===== src/rtl/sys_ctrl_pkg.sv =====
// Shared state encoding and constants for the memory-to-UART sequencer.
package sys_ctrl_pkg;

    localparam int unsigned BYTES_PER_WORD     = 4;
    localparam int unsigned BYTE_W             = 8;
    localparam int unsigned RD_TIMEOUT_DEFAULT = 15;

    typedef enum logic [2:0] {
        IDLE,
        RD_REQ,
        RD_WAIT,
        WB,
        TX_LOAD,
        TX_WAIT,
        DONE
    } seq_state_e;

endpackage


===== src/rtl/mem_uart_sequencer.sv =====
// Reads a run of memory words, optionally writes back through the AES path,
// and streams each word LSB byte first to a UART transmitter.
module mem_uart_sequencer
    import sys_ctrl_pkg::*;
#(
    parameter int unsigned  DATA_WIDTH = 32,
    parameter int unsigned  MEM_DEPTH  = 64,
    parameter int unsigned  RD_TIMEOUT = RD_TIMEOUT_DEFAULT,
    localparam int unsigned ADDR_WIDTH = $clog2(MEM_DEPTH)
) (
    input  logic                  clk,
    input  logic                  rst,
    input  logic                  start,
    input  logic [ADDR_WIDTH-1:0] base_addr,
    input  logic [ADDR_WIDTH:0]   word_count,
    input  logic                  encrypt_en,
    output logic                  mem_rd_en,
    output logic                  mem_wr_en,
    output logic [ADDR_WIDTH-1:0] mem_addr,
    input  logic [DATA_WIDTH-1:0] mem_data_out,
    input  logic                  mem_valid_out,
    output logic                  mux1_sel,
    output logic                  mux2_sel,
    output logic [BYTE_W-1:0]     tx_data,
    output logic                  tx_data_valid,
    input  logic                  tx_busy,
    output logic                  busy,
    output logic                  done,
    output logic                  rd_err
);

    localparam int unsigned CNT_W  = ADDR_WIDTH + 1;
    localparam int unsigned BIDX_W = $clog2(BYTES_PER_WORD);
    localparam int unsigned TMR_W  = $clog2(RD_TIMEOUT + 1);

    seq_state_e            state_q, state_d;
    logic [ADDR_WIDTH-1:0] addr_q, addr_d;
    logic [CNT_W-1:0]      remain_q, remain_d;
    logic                  enc_q, enc_d;
    logic [DATA_WIDTH-1:0] word_q, word_d;
    logic [BIDX_W-1:0]     byte_idx_q, byte_idx_d;
    logic [TMR_W-1:0]      timer_q, timer_d;
    logic                  hold_q, hold_d;
    logic                  mem_rd_en_q, mem_rd_en_d;
    logic                  mem_wr_en_q, mem_wr_en_d;
    logic [ADDR_WIDTH-1:0] mem_addr_q, mem_addr_d;
    logic                  mux1_sel_q, mux1_sel_d;
    logic                  mux2_sel_q, mux2_sel_d;
    logic [BYTE_W-1:0]     tx_data_q, tx_data_d;
    logic                  tx_data_valid_q, tx_data_valid_d;
    logic                  busy_q, busy_d;
    logic                  done_q, done_d;
    logic                  rd_err_q, rd_err_d;
    logic [ADDR_WIDTH-1:0] addr_next;

    // Address advance wraps at MEM_DEPTH even when it is not a power of two.
    assign addr_next = (addr_q == ADDR_WIDTH'(MEM_DEPTH - 1)) ? '0 : addr_q + ADDR_WIDTH'(1);

    // Next-state and next-output logic; outputs are set on entry to the state they belong to.
    always_comb begin
        state_d         = state_q;
        addr_d          = addr_q;
        remain_d        = remain_q;
        enc_d           = enc_q;
        word_d          = word_q;
        byte_idx_d      = byte_idx_q;
        timer_d         = timer_q;
        hold_d          = hold_q;
        mem_addr_d      = mem_addr_q;
        tx_data_d       = tx_data_q;
        mem_rd_en_d     = 1'b0;
        mem_wr_en_d     = 1'b0;
        mux1_sel_d      = 1'b0;
        tx_data_valid_d = 1'b0;
        done_d          = 1'b0;
        rd_err_d        = 1'b0;

        case (state_q)
            IDLE: begin
                if (start) begin
                    addr_d     = base_addr;
                    remain_d   = word_count;
                    enc_d      = encrypt_en;
                    byte_idx_d = '0;
                    if (word_count == '0) begin
                        state_d = DONE;
                        done_d  = 1'b1;
                    end else begin
                        state_d     = RD_REQ;
                        mem_rd_en_d = 1'b1;
                        mem_addr_d  = base_addr;
                    end
                end
            end
            RD_REQ: begin
                state_d = RD_WAIT;
                timer_d = '0;
            end
            RD_WAIT: begin
                if (mem_valid_out) begin
                    word_d  = mem_data_out;
                    timer_d = '0;
                    if (enc_q) begin
                        state_d     = WB;
                        mem_wr_en_d = 1'b1;
                        mux1_sel_d  = 1'b1;
                    end else begin
                        state_d = TX_LOAD;
                    end
                end else if (timer_q == TMR_W'(RD_TIMEOUT - 1)) begin
                    state_d  = IDLE;
                    rd_err_d = 1'b1;
                    timer_d  = '0;
                end else begin
                    timer_d = timer_q + TMR_W'(1);
                end
            end
            WB: state_d = TX_LOAD;
            TX_LOAD: begin
                if (!tx_busy) begin
                    tx_data_d       = word_q[BYTE_W * 32'(byte_idx_q) +: BYTE_W];
                    tx_data_valid_d = 1'b1;
                    hold_d          = 1'b1;
                    state_d         = TX_WAIT;
                end
            end
            TX_WAIT: begin
                // The UART needs a cycle to raise tx_busy after accepting a byte.
                if (hold_q) begin
                    hold_d = 1'b0;
                end else if (!tx_busy) begin
                    if (byte_idx_q != BIDX_W'(BYTES_PER_WORD - 1)) begin
                        byte_idx_d = byte_idx_q + BIDX_W'(1);
                        state_d    = TX_LOAD;
                    end else begin
                        byte_idx_d = '0;
                        remain_d   = remain_q - CNT_W'(1);
                        addr_d     = addr_next;
                        if (remain_q == CNT_W'(1)) begin
                            state_d = DONE;
                            done_d  = 1'b1;
                        end else begin
                            state_d     = RD_REQ;
                            mem_rd_en_d = 1'b1;
                            mem_addr_d  = addr_next;
                        end
                    end
                end
            end
            DONE:    state_d = IDLE;
            default: state_d = IDLE;
        endcase

        busy_d     = (state_d != IDLE);
        mux2_sel_d = (state_d != IDLE) && enc_d;
    end

    always_ff @(posedge clk) begin
        if (rst) begin
            state_q         <= IDLE;
            addr_q          <= '0;
            remain_q        <= '0;
            enc_q           <= 1'b0;
            word_q          <= '0;
            byte_idx_q      <= '0;
            timer_q         <= '0;
            hold_q          <= 1'b0;
            mem_rd_en_q     <= 1'b0;
            mem_wr_en_q     <= 1'b0;
            mem_addr_q      <= '0;
            mux1_sel_q      <= 1'b0;
            mux2_sel_q      <= 1'b0;
            tx_data_q       <= '0;
            tx_data_valid_q <= 1'b0;
            busy_q          <= 1'b0;
            done_q          <= 1'b0;
            rd_err_q        <= 1'b0;
        end else begin
            state_q         <= state_d;
            addr_q          <= addr_d;
            remain_q        <= remain_d;
            enc_q           <= enc_d;
            word_q          <= word_d;
            byte_idx_q      <= byte_idx_d;
            timer_q         <= timer_d;
            hold_q          <= hold_d;
            mem_rd_en_q     <= mem_rd_en_d;
            mem_wr_en_q     <= mem_wr_en_d;
            mem_addr_q      <= mem_addr_d;
            mux1_sel_q      <= mux1_sel_d;
            mux2_sel_q      <= mux2_sel_d;
            tx_data_q       <= tx_data_d;
            tx_data_valid_q <= tx_data_valid_d;
            busy_q          <= busy_d;
            done_q          <= done_d;
            rd_err_q        <= rd_err_d;
        end
    end

    assign mem_rd_en     = mem_rd_en_q;
    assign mem_wr_en     = mem_wr_en_q;
    assign mem_addr      = mem_addr_q;
    assign mux1_sel      = mux1_sel_q;
    assign mux2_sel      = mux2_sel_q;
    assign tx_data       = tx_data_q;
    assign tx_data_valid = tx_data_valid_q;
    assign busy          = busy_q;
    assign done          = done_q;
    assign rd_err        = rd_err_q;

endmodule


===== config.mk =====
export PLATFORM = sky130hd
export DESIGN_NAME = mem_uart_sequencer
export DESIGN_NICKNAME = d
export VERILOG_FILES = /design/src/rtl/sys_ctrl_pkg.sv /design/src/rtl/mem_uart_sequencer.sv
export SDC_FILE = /design/constraint.sdc
export NUM_CORES = 1
export LEC_CHECK = 0
export ABC_AREA = 1
export ABC_CLOCK_PERIOD_IN_PS = 1400
export BUFFER_PORTS_ARGS = -buffer_cell sky130_fd_sc_hd__buf_4
export CELL_PAD_IN_SITES_DETAIL_PLACEMENT = 1
export CELL_PAD_IN_SITES_GLOBAL_PLACEMENT = 2
export CORE_AREA = 3 3 166 87
export DETAILED_ROUTE_END_ITERATION = 6
export DIE_AREA = 0 0 169 90
export GPL_TIMING_DRIVEN = 0
export PLACE_DENSITY = 0.75
export SLEW_MARGIN = 40
export SYNTH_ARGS = -nofsm -noshare
export SYNTH_HDL_FRONTEND = slang
export SYNTH_SLANG_ARGS = --single-unit

===== constraint.sdc =====
create_clock -name clk -period 1.4 [get_ports clk]
set_input_delay 0.07 -clock clk [delete_from_list [all_inputs] [get_ports clk]]
set_output_delay 0.07 -clock clk [all_outputs]
set_load 0.02 [all_outputs]

==> results of run 1 <==
## tightest hold or removal path, stage by stage
cell and delay [ns]:
buf_4 0.07, o21ai_1 0.06, nor2_1 0.09
## cells by family (layout without fill, tap and decap cells)
kind of cell,Yosys count,after routing,synth area share
AO/OA/AOI/OAI,122,122,0.182
buffers and inverters,68,199,0.0815
AND/OR/NAND/NOR,226,227,0.262
adder cells (fa/ha/maj),6,6,0.0214
flip-flops,77,77,0.440
XOR/XNOR,5,5,0.0125
## cell type report
type	instances	area, sq um	share of cell area
Sequential cell	77	1570	0.292
Inverter	43	176	0.0329
Clock buffer	9	225	0.0420
Tap cell	170	213	0.0397
Timing Repair Buffer	116	963	0.180
Multi-Input combinational cell	360	2000	0.373
Buffer	24	155	0.0290
Clock inverter	7	57.6	0.0107
## worst max path at each step
stage                     slack, ns  depth (start not counted)        from           to
after floorplan                0.09                          6  state_q[0]    addr_q[5]
after global placement        -0.28                          6  state_q[1]    word_q[7]
after detailed placement      -0.32                          6  state_q[1]    word_q[7]
after CTS                    0.0003                          8  state_q[1]    addr_q[4]
after global routing          -0.14                         10  state_q[1]         busy
final                         -0.03                          8  state_q[1]  remain_q[6]
## sequential cells by signal (all words and copies together) (netlist names), 2 cells and up
name,count
addr_q,6
remain_q,7
state_q,3
timer_q,4
mem_addr,6
byte_idx_q,2
word_q,32
tx_data,8
## through the flow
stage	setup slack, ns	instance area (sq um)	TNS [ns]	power (mW)	std cells
2_1_floorplan	0.0913	3500	0	3.13	504
3_3_place_gp	-0.284	4260	-9.92	3.52	746
3_5_place_dp	-0.320	4260	-11.41	3.53	746
4_1_cts	0.000302	4970	0	5.96	790
5_1_grt	-0.140	5360	-2.08	6.49	806
6_report	-0.0346	5360	-0.292	6.16	806
## placed cells by master, fill, tap and decap left out, types with 4 or more instances in the layout
cell type      Yosys  final
nand3_2            2      4
clkbuf_1          14      7
dfxtp_1           77     63
nand2_4            0      5
dfxtp_2            0     11
nand2_1           65     53
dlygate4sd3_1      0     23
nand2_2            1      8
o21ai_2            0      4
nand3_1           18     13
ha_4               0      4
inv_1             39     34
xnor2_1            4      4
clkbuf_16          0     11
a31oi_1            8      8
buf_4              5     93
o21ai_1            5     15
nor2_2             2      6
a21oi_2            0      5
nor2_4             0     10
inv_6              0      4
clkbuf_2           0      4
a21oi_1           26     21
o21ai_0           76     61
inv_2              4      5
nor2_1           127    113
## where the power goes
part / internal [mW] / leakage, nW / switching (mW)
registers: 2.36 / 0.634 / 0.149
logic: 0.640 / 1.50 / 0.747
clock network: 1.23 / 0.134 / 1.04
## synth_stat cells, types with 2 or more instances
| cell | n | area (sq um) |
|---|---|---|
| nor2_1 | 127 | 477 |
| nand3_2 | 2 | 20.0 |
| inv_2 | 4 | 15.0 |
| nand4_1 | 3 | 18.8 |
| nor2_2 | 2 | 12.5 |
| dfxtp_1 | 77 | 1540 |
| buf_2 | 3 | 15.0 |
| buf_4 | 5 | 37.5 |
| nor3_1 | 3 | 15.0 |
| o21ai_0 | 76 | 380 |
| inv_1 | 39 | 146 |
| or2_2 | 3 | 18.8 |
| o211ai_1 | 2 | 15.0 |
| a21oi_1 | 26 | 130 |
| xnor2_1 | 4 | 35.0 |
| nand2_1 | 65 | 244 |
| a31oi_1 | 8 | 50.1 |
| nand3_1 | 18 | 90.1 |
| o21ai_1 | 5 | 25.0 |
| a21boi_0 | 3 | 22.5 |
| buf_1 | 2 | 7.51 |
| ha_1 | 6 | 75.1 |
| clkbuf_1 | 14 | 52.6 |
## metal layers
layer / up-vias / global-route usage / wire, um
met5: - / 0 / 0
met4: 0 / 0.0338 / 124
met3: 12 / 0.0351 / 348
met2: 41 / 0.249 / 5770
met1: 1713 / 0.194 / 5660
li1: 1887 / - / -
## timing repair
item                                    4_1_cts  5_1_grt
endpoints found under the setup margin       68       63
hold buffers                                 23        0
gates cloned                                  0        3
pin swaps                                    10       27
endpoints found under the hold margin        23        0
resized for setup                            60       82
buffers inserted                              6       13
==> flow_summary.ini, run 1 <==
[run_status]
status = finished, violations left
failed_checks = hold timing, setup timing

[cts]
clkTransAtPathRegs_ns = 0.07
htree_levels = 3
clock_sinks = 77
cts_max_path_buffers = 2
cts_buffers = 9
clockRootBuffer = clkbuf_16
clk_latency_ns = 0.34
cts_tree = yes

[critical_path]
worstSetupPathType = reg2reg
cp-end-kind = flop
r2r-end = remain_q[6]
regToRegSetupSlack_ns = -0.03
cp_max_fo = 6
worstPathArrival_ns = 1.70
cp_num_buf_inv = 3
cp_top_family = flip-flops
slowest_delay_ns = 0.37
slowest_stage = dfxtp_4
r2r_cells = 8
r2r-start = state_q[1]
cp_common_cell = nand3_4
required_ns = 1.67
critPathLaunchType = flop
critical_path.cell_chain = inv_6, nand3_4, o21ai_4, nand3_4, inv_4, buf_8, nand3_1, a21oi_1

[detailed_routing]
drtAntennaViolNets = 0
avgRoutedWirePerCell_um = 14.8
vias_per_cell = 4.53
wl_um = 11900
drt_first_pass_iters = 4
route.vias.total = 3653
drtIter0Drc = 167
drc_errors = 0

[flow_run]
drv_cap = 0

[yosys]
synth_nets = 561
yosys_warnings = 0
synthArstFlopShare = 0
syn_avg_cell_area_sq_um = 6.95
synth_edf_count = 0
ys_ff_latch = 77
synth_cell_types = 30
netlist_instances = 504
netlist_area_sq_um = 3500
seq_area_frac_synth = 0.440
synth_ff_type = dfxtp_1

[sta]
slew_headroom = 0.542
slew_viol_final = 0
hold_violations = 4
fmax_ghz = 0.697
rsz0062_at_grt = true
period_share = 1.02
fin_ws_ns = -0.0346
setup_viol = 13
tightest_slew_ns = 0.688
layout_min_cycle_time_ns = 1.43
skew_ns = 0.00641
timing.hold.ws_ns = -0.0164

[floorplanning]
die_h_um = 90
core_sq_um = 12800
start_util = 0.273
die_area_sq_um = 15200
rows = 29
die_w_um = 169
ios = 73

[grt]
antenna_found_initial = 0
grt_pass1_vias = 3640
grt_max_degree = 20
grt_pass1_wl_um = 18300
grt.overflow.total = 0
groute.usage.overall = 0.148

[final_layout]
n_antenna_cell = 0
final_nets = 688
nFillCells = 1587
final_util = 0.418
area_delta_synth_final_pct = 52.9
drive_gt1_frac = 0.321

[power_and_ir_drop]
peakVddDrop_uv = 490
p_leak_nw = 2.27
powerDensity_nw_per_um2 = 1150

[worst_hold_path]
hold_path_class = in2reg
min_to = word_q[21]
min_path_cells = 3
min_from = mem_data_out[21]

[placed_design]
port_buffers = 72
dp_hpwl_um = 8230
gp_congestion = 0.769
Note: power is estimated with default switching activity, not from simulation.
==> inputs of run 2 (changes only) <==
--- a/config.mk
+++ b/config.mk
@@ -5,16 +5,15 @@
 export SDC_FILE = /design/constraint.sdc
 export NUM_CORES = 1
 export LEC_CHECK = 0
-export ABC_AREA = 1
 export ABC_CLOCK_PERIOD_IN_PS = 1400
 export BUFFER_PORTS_ARGS = -buffer_cell sky130_fd_sc_hd__buf_4
 export CELL_PAD_IN_SITES_DETAIL_PLACEMENT = 1
 export CELL_PAD_IN_SITES_GLOBAL_PLACEMENT = 2
-export CORE_AREA = 3 3 166 87
+export CORE_AREA = 3 3 161 85
 export DETAILED_ROUTE_END_ITERATION = 6
-export DIE_AREA = 0 0 169 90
+export DIE_AREA = 0 0 164 88
 export GPL_TIMING_DRIVEN = 0
-export PLACE_DENSITY = 0.75
+export PLACE_DENSITY = 0.74
 export SLEW_MARGIN = 40
 export SYNTH_ARGS = -nofsm -noshare
 export SYNTH_HDL_FRONTEND = slang
==> flow_summary.ini, run 2 <==
[run_status]
status = finished, violations left
failed_checks = setup timing

[sta]
skew_ns = 0.0132
hold_violations = 0
timing.hold.ws_ns = 0.0304
period_share = 1.22
setup_viol = 61
fin_ws_ns = -0.309
rsz0062_at_grt = true
tightest_slew_ns = 0.915
slew_viol_final = 0
fmax_ghz = 0.585
layout_min_cycle_time_ns = 1.71
slew_headroom = 0.390

[placed_design]
port_buffers = 72
gp_congestion = 0.764
dp_hpwl_um = 8020
post_dp_cell_area_sq_um = 4380

[floorplanning]
rows = 29
ios = 73
die_w_um = 164
start_util = 0.285
core_sq_um = 12400
die_h_um = 88
die_area_sq_um = 14400

[grt]
grt.overflow.total = 0
grt_max_degree = 17
antenna_found_initial = 0
grt_pass1_wl_um = 20200
grt_pass1_vias = 3829
groute.usage.overall = 0.181

[final_layout]
stdcell_area_sq_um = 6330
final_nets = 634
nFillCells = 1347
mostFrequentLayoutCells = buf_4 (97), dfxtp_1 (69), nand2_1 (42)
largest_register_ffs = 32
final-seq-area_sq_um = 1560
n_antenna_cell = 0
drive_gt1_frac = 0.524
area_delta_synth_final_pct = 78.5
multi_input_area_sq_um = 2580
final_common_cell = buf_4
top_register = word_q

[critical_path]
worstSetupPathType = reg2reg
critical_path.cell_chain = or4b_4, o21ai_4, buf_12, nand3_4, mux2_4
cp-end-kind = flop
critPathLaunchType = flop
worstPathArrival_ns = 1.94
required_ns = 1.63
cp_max_fo = 4
cp_num_buf_inv = 1
slowest_delay_ns = 0.58
cp_top_family = simple AND/OR/NAND/NOR gates
slowest_stage = or4b_4

[yosys]
synth_nets = 474
yosys_warnings = 0
synth_edf_count = 0
syn_avg_cell_area_sq_um = 8.51
yosysTopAreaCell = dfxtp_1
synth_area_leaders = dfxtp_1 (43%), nand2_1 (10%), a21oi_1 (7.9%), mux4_2 (5.1%), nor2_1 (2.3%)
ys_ff_latch = 77
synth_ff_type = dfxtp_1
ys_top_cells_by_count = nand2_1 (97), dfxtp_1 (77), a21oi_1 (56)
netlist_instances = 417
synth_cell_types = 57
post-synth-top-count-cell = nand2_1
synth_top_area_share = 0.434
netlist_area_sq_um = 3550
synthArstFlopShare = 0
seq_area_frac_synth = 0.434

[detailed_routing]
drt_first_pass_iters = 4
avgRoutedWirePerCell_um = 17.8
wl_um = 13400
drc_errors = 0
route.vias.total = 3700
drtAntennaViolNets = 0
vias_per_cell = 4.92
drtIter0Drc = 153

[cts]
clock_sinks = 77
cts_max_path_buffers = 2
clk_latency_ns = 0.35
htree_levels = 3
cts_buffers = 9
clockRootBuffer = clkbuf_16
clkTransAtPathRegs_ns = 0.06
cts_tree = yes

[flow_run]
drv_cap = 0

[power_and_ir_drop]
fin_total_pwr_mw = 6.08
peakVddDrop_uv = 556
powerDensity_nw_per_um2 = 959
p_leak_nw = 2.48

[worst_hold_path]
hold_path_class = in2reg
==> run 2: changes by cell type in the layout (fill, tap and decap cells not counted), moves of 10 or more <==
cell	before	now
nor2_1	113	19
buf_6	3	17
a21oi_2	5	33
nand2_1	53	42
dlygate4sd3_1	23	33
o21ai_0	61	4
nor2_4	10	0
o21ai_1	15	1
nand2_4	5	37
nand2_2	8	18
inv_1	34	5
==> run 2: metal layers <==
metal | vias to the layer above | track usage | wire length (um)
met1 | 1831 | 0.233 | 6130
li1 | 1801 | - | -
met5 | - | 0 | 0
met3 | 16 | 0.0354 | 330
met4 | 0 | 0.0460 | 204
met2 | 52 | 0.316 | 6750
==> run 2: area by class of cell <==
cell class,instances,share of cell area
buffer,25,0.0371
clock buffer,9,0.0356
clock inverter,7,0.0109
inverter,6,0.00356
multi-input combinational,305,0.408
sequential,77,0.246
tap,170,0.0336
timing repair buffer,153,0.225
==> run 2: per-stage QoR <==
step,worst slack (ns),utilization,setup TNS (ns),cells
2_1_floorplan,-0.300,-,-9.00,417
3_3_place_gp,-0.754,0.351,-29.52,659
3_5_place_dp,-0.553,0.352,-26.30,659
4_1_cts,-0.354,0.459,-10.80,746
5_1_grt,-0.357,0.509,-12.35,752
6_report,-0.309,0.509,-9.55,752
==> run 2: path summary, 6_finish.rpt <==
check	start	to	slack (ns)	cells after the start
max	state_q[1]	mem_addr[0]	-0.31	5
min	base_addr[0]	addr_q[0]	0.03	3
max reg2reg	state_q[1]	mem_addr[0]	-0.31	5
min reg2reg	tx_data[2]	tx_data[2]	0.46	2
==> run 2: what timing repair did <==
item,CTS,global route
setup endpoints to repair,76,74
setup buffers,34,7
pin swaps,27,78
hold buffers,32,1
resized for setup,90,157
hold endpoints to repair,32,1
gates cloned,9,1
==> run 2: cell families after synthesis <==
kind of cell / synth area share
xor+xnor: 0.00987
compound gates: 0.179
mux: 0.0663
buf+inv: 0.0490
flops: 0.434
simple gates: 0.240
fa+ha+maj: 0.0211
==> run 2: worst reg2reg max path, cell delays in order (launching register included) <==
cell     delay (ns)
dfxtp_4        0.36
or4b_4         0.58
o21ai_4        0.14
buf_12         0.14
nand3_4        0.07
mux2_4         0.31
==> run 2: where the power goes <==
group / switching, mW / leakage (nW) / internal, mW / total, mW
Combinational: 0.641 / 1.72 / 0.731 / 1.37
Sequential: 0.106 / 0.630 / 2.29 / 2.40
Clock: 1.06 / 0.137 / 1.24 / 2.31
==> inputs of run 3 (changes only) <==
--- a/config.mk
+++ b/config.mk
@@ -9,9 +9,9 @@
 export BUFFER_PORTS_ARGS = -buffer_cell sky130_fd_sc_hd__buf_4
 export CELL_PAD_IN_SITES_DETAIL_PLACEMENT = 1
 export CELL_PAD_IN_SITES_GLOBAL_PLACEMENT = 2
-export CORE_AREA = 3 3 161 85
+export CORE_AREA = 2 2 160 84
 export DETAILED_ROUTE_END_ITERATION = 6
-export DIE_AREA = 0 0 164 88
+export DIE_AREA = 0 0 162 86
 export GPL_TIMING_DRIVEN = 0
 export PLACE_DENSITY = 0.74
 export SLEW_MARGIN = 40
==> constraint.sdc (replaced) <==
create_clock -name clk -period 1.4 [get_ports clk]
set_input_delay 0.21 -clock clk [delete_from_list [all_inputs] [get_ports clk]]
set_output_delay 0.21 -clock clk [all_outputs]
set_load 0.02 [all_outputs]
==> flow_summary.ini, run 3 (synthesis results as in run 2) <==
[run_status]
status = finished, violations left
failed_checks = setup timing

[final_layout]
drive_gt1_frac = 0.584
largest_register_ffs = 32
final_nets = 598
mostFrequentLayoutCells = buf_4 (93), dfxtp_1 (70), nand2_1 (49)
final_common_cell = buf_4
nFillCells = 1356
instances_no_fill = 716
n_antenna_cell = 0
final-seq-area_sq_um = 1560
stdcell_area_sq_um = 6220
final_util = 0.501
multi_input_area_sq_um = 2740
area_delta_synth_final_pct = 75.1
top_register = word_q

[detailed_routing]
wl_um = 14500
drc_errors = 0
route.vias.total = 3679
avgRoutedWirePerCell_um = 20.3
drtIter0Drc = 193
drt_first_pass_iters = 5
drtAntennaViolNets = 0
vias_per_cell = 5.14

[grt]
grt_pass1_vias = 3716
grt_max_degree = 15
antenna_found_initial = 0
grt_pass1_wl_um = 20300
grt.overflow.total = 0
groute.usage.overall = 0.191

[floorplanning]
die_area_sq_um = 13900
rows = 29
die_w_um = 162
ios = 73
die_h_um = 86
start_util = 0.286
core_sq_um = 12400

[critical_path]
worstSetupPathType = reg2reg
required_ns = 1.67
cp_num_buf_inv = 1
cp_max_fo = 5
cp-end-kind = flop
critical_path.cell_chain = or4b_4, o21a_2, clkbuf_4, a21o_1, a21oi_2
slowest_stage = or4b_4
critPathLaunchType = flop
slowest_delay_ns = 0.59
worstPathArrival_ns = 1.95
cp_top_family = simple AND/OR/NAND/NOR gates

[worst_hold_path]
hold_path_class = in2reg

[sta]
fmax_ghz = 0.593
slew_headroom = 0.432
layout_min_cycle_time_ns = 1.69
fin_ws_ns = -0.285
tightest_slew_ns = 0.852
period_share = 1.20
rsz0062_at_grt = true
slew_viol_final = 0
hold_violations = 0
skew_ns = 0.00728
setup_viol = 76

[power_and_ir_drop]
powerDensity_nw_per_um2 = 1050
peakVddDrop_uv = 604
p_leak_nw = 2.38

[cts]
cts_hold_buf = 0
clkTransAtPathRegs_ns = 0.07
cts_tree = yes
cts_max_path_buffers = 2
cts_buffers = 9
clock_sinks = 77
clockRootBuffer = clkbuf_16
clk_latency_ns = 0.34
htree_levels = 3

[placed_design]
gp_congestion = 0.831
port_buffers = 72
placed_cells = 659
dp_hpwl_um = 9320
post_dp_cell_area_sq_um = 4380

[flow_run]
drv_cap = 0
[run 3: cell count changes in the layout (fill, tap and decap cells not counted), moves of 3 or more]
cell | previous run | this run
a21oi_1 | 23 | 13
nand2_4 | 37 | 45
nand2_1 | 42 | 49
bufinv_16 | 0 | 3
buf_4 | 97 | 93
dlygate4sd3_1 | 33 | 0
nand2_2 | 18 | 3
a21oi_2 | 33 | 43
[run 3: cell type report]
| class | instances | area share |
|---|---|---|
| multi-input combinational | 304 | 0.441 |
| inverter | 6 | 0.00362 |
| tap | 170 | 0.0342 |
| clock buffer | 9 | 0.0362 |
| timing repair buffer | 116 | 0.171 |
| sequential | 77 | 0.250 |
| buffer | 27 | 0.0439 |
| clock inverter | 7 | 0.0199 |
[run 3: worst reg2reg max path, delay by kind of cell, from the launching register on]
kind | cells | cell delay, ns
and+or+nand+nor | 1 | 0.59
AOI/OAI and AO/OA | 3 | 0.49
DFF | 1 | 0.34
buffers and inverters | 1 | 0.20
[run 3: where the power goes]
part | total, mW | switching (mW) | leakage, nW | internal (mW)
registers | 2.41 | 0.113 | 0.629 | 2.29
logic | 1.36 | 0.677 | 1.58 | 0.682
clock network | 2.74 | 0.993 | 0.166 | 1.75
[run 3: repair_timing]
| item | CTS | global route |
|---|---|---|
| cloned | 2 | 5 |
| resized for setup | 75 | 201 |
| buffers inserted | 22 | 16 |
| setup endpoints to repair | 76 | 75 |
| pin swaps | 16 | 93 |
[run 3: through the flow]
stage / worst slack [ns] / setup TNS [ns] / hold WS, ns / total power, mW
global route: -0.351 / -18.04 / 0.131 / 6.74
CTS: -0.318 / -12.98 / 0.113 / 6.14
floorplan: -0.300 / -9.00 / 0.346 / 2.89
finish: -0.285 / -14.96 / 0.130 / 6.51
global placement: -0.654 / -31.97 / 0.440 / 3.22
detailed placement: -0.721 / -32.53 / 0.448 / 3.24
[run 3: worst paths after layout]
kind                                  startpoint  depth (start not counted)  slack [ns]           to
worst max register to register        state_q[2]                          5       -0.29  remain_q[6]
worst min-delay path            mem_data_out[22]                          3        0.13   word_q[22]
worst max-delay path                  state_q[2]                          5       -0.29  remain_q[6]
worst min register to register       mem_addr[4]                          2        0.47  mem_addr[4]
[run 3: per-layer routing]
| metal | wire, um | vias up | track usage | part of all wire |
|---|---|---|---|---|
| met3 | 638 | 11 | 0.0377 | 0.044 |
| met2 | 6160 | 100 | 0.272 | 0.42 |
| met1 | 7590 | 1842 | 0.294 | 0.52 |
| met5 | 0 | - | 0 | 0 |
| met4 | 111 | 0 | 0.0378 | 0.0077 |
| li1 | - | 1726 | - | - |
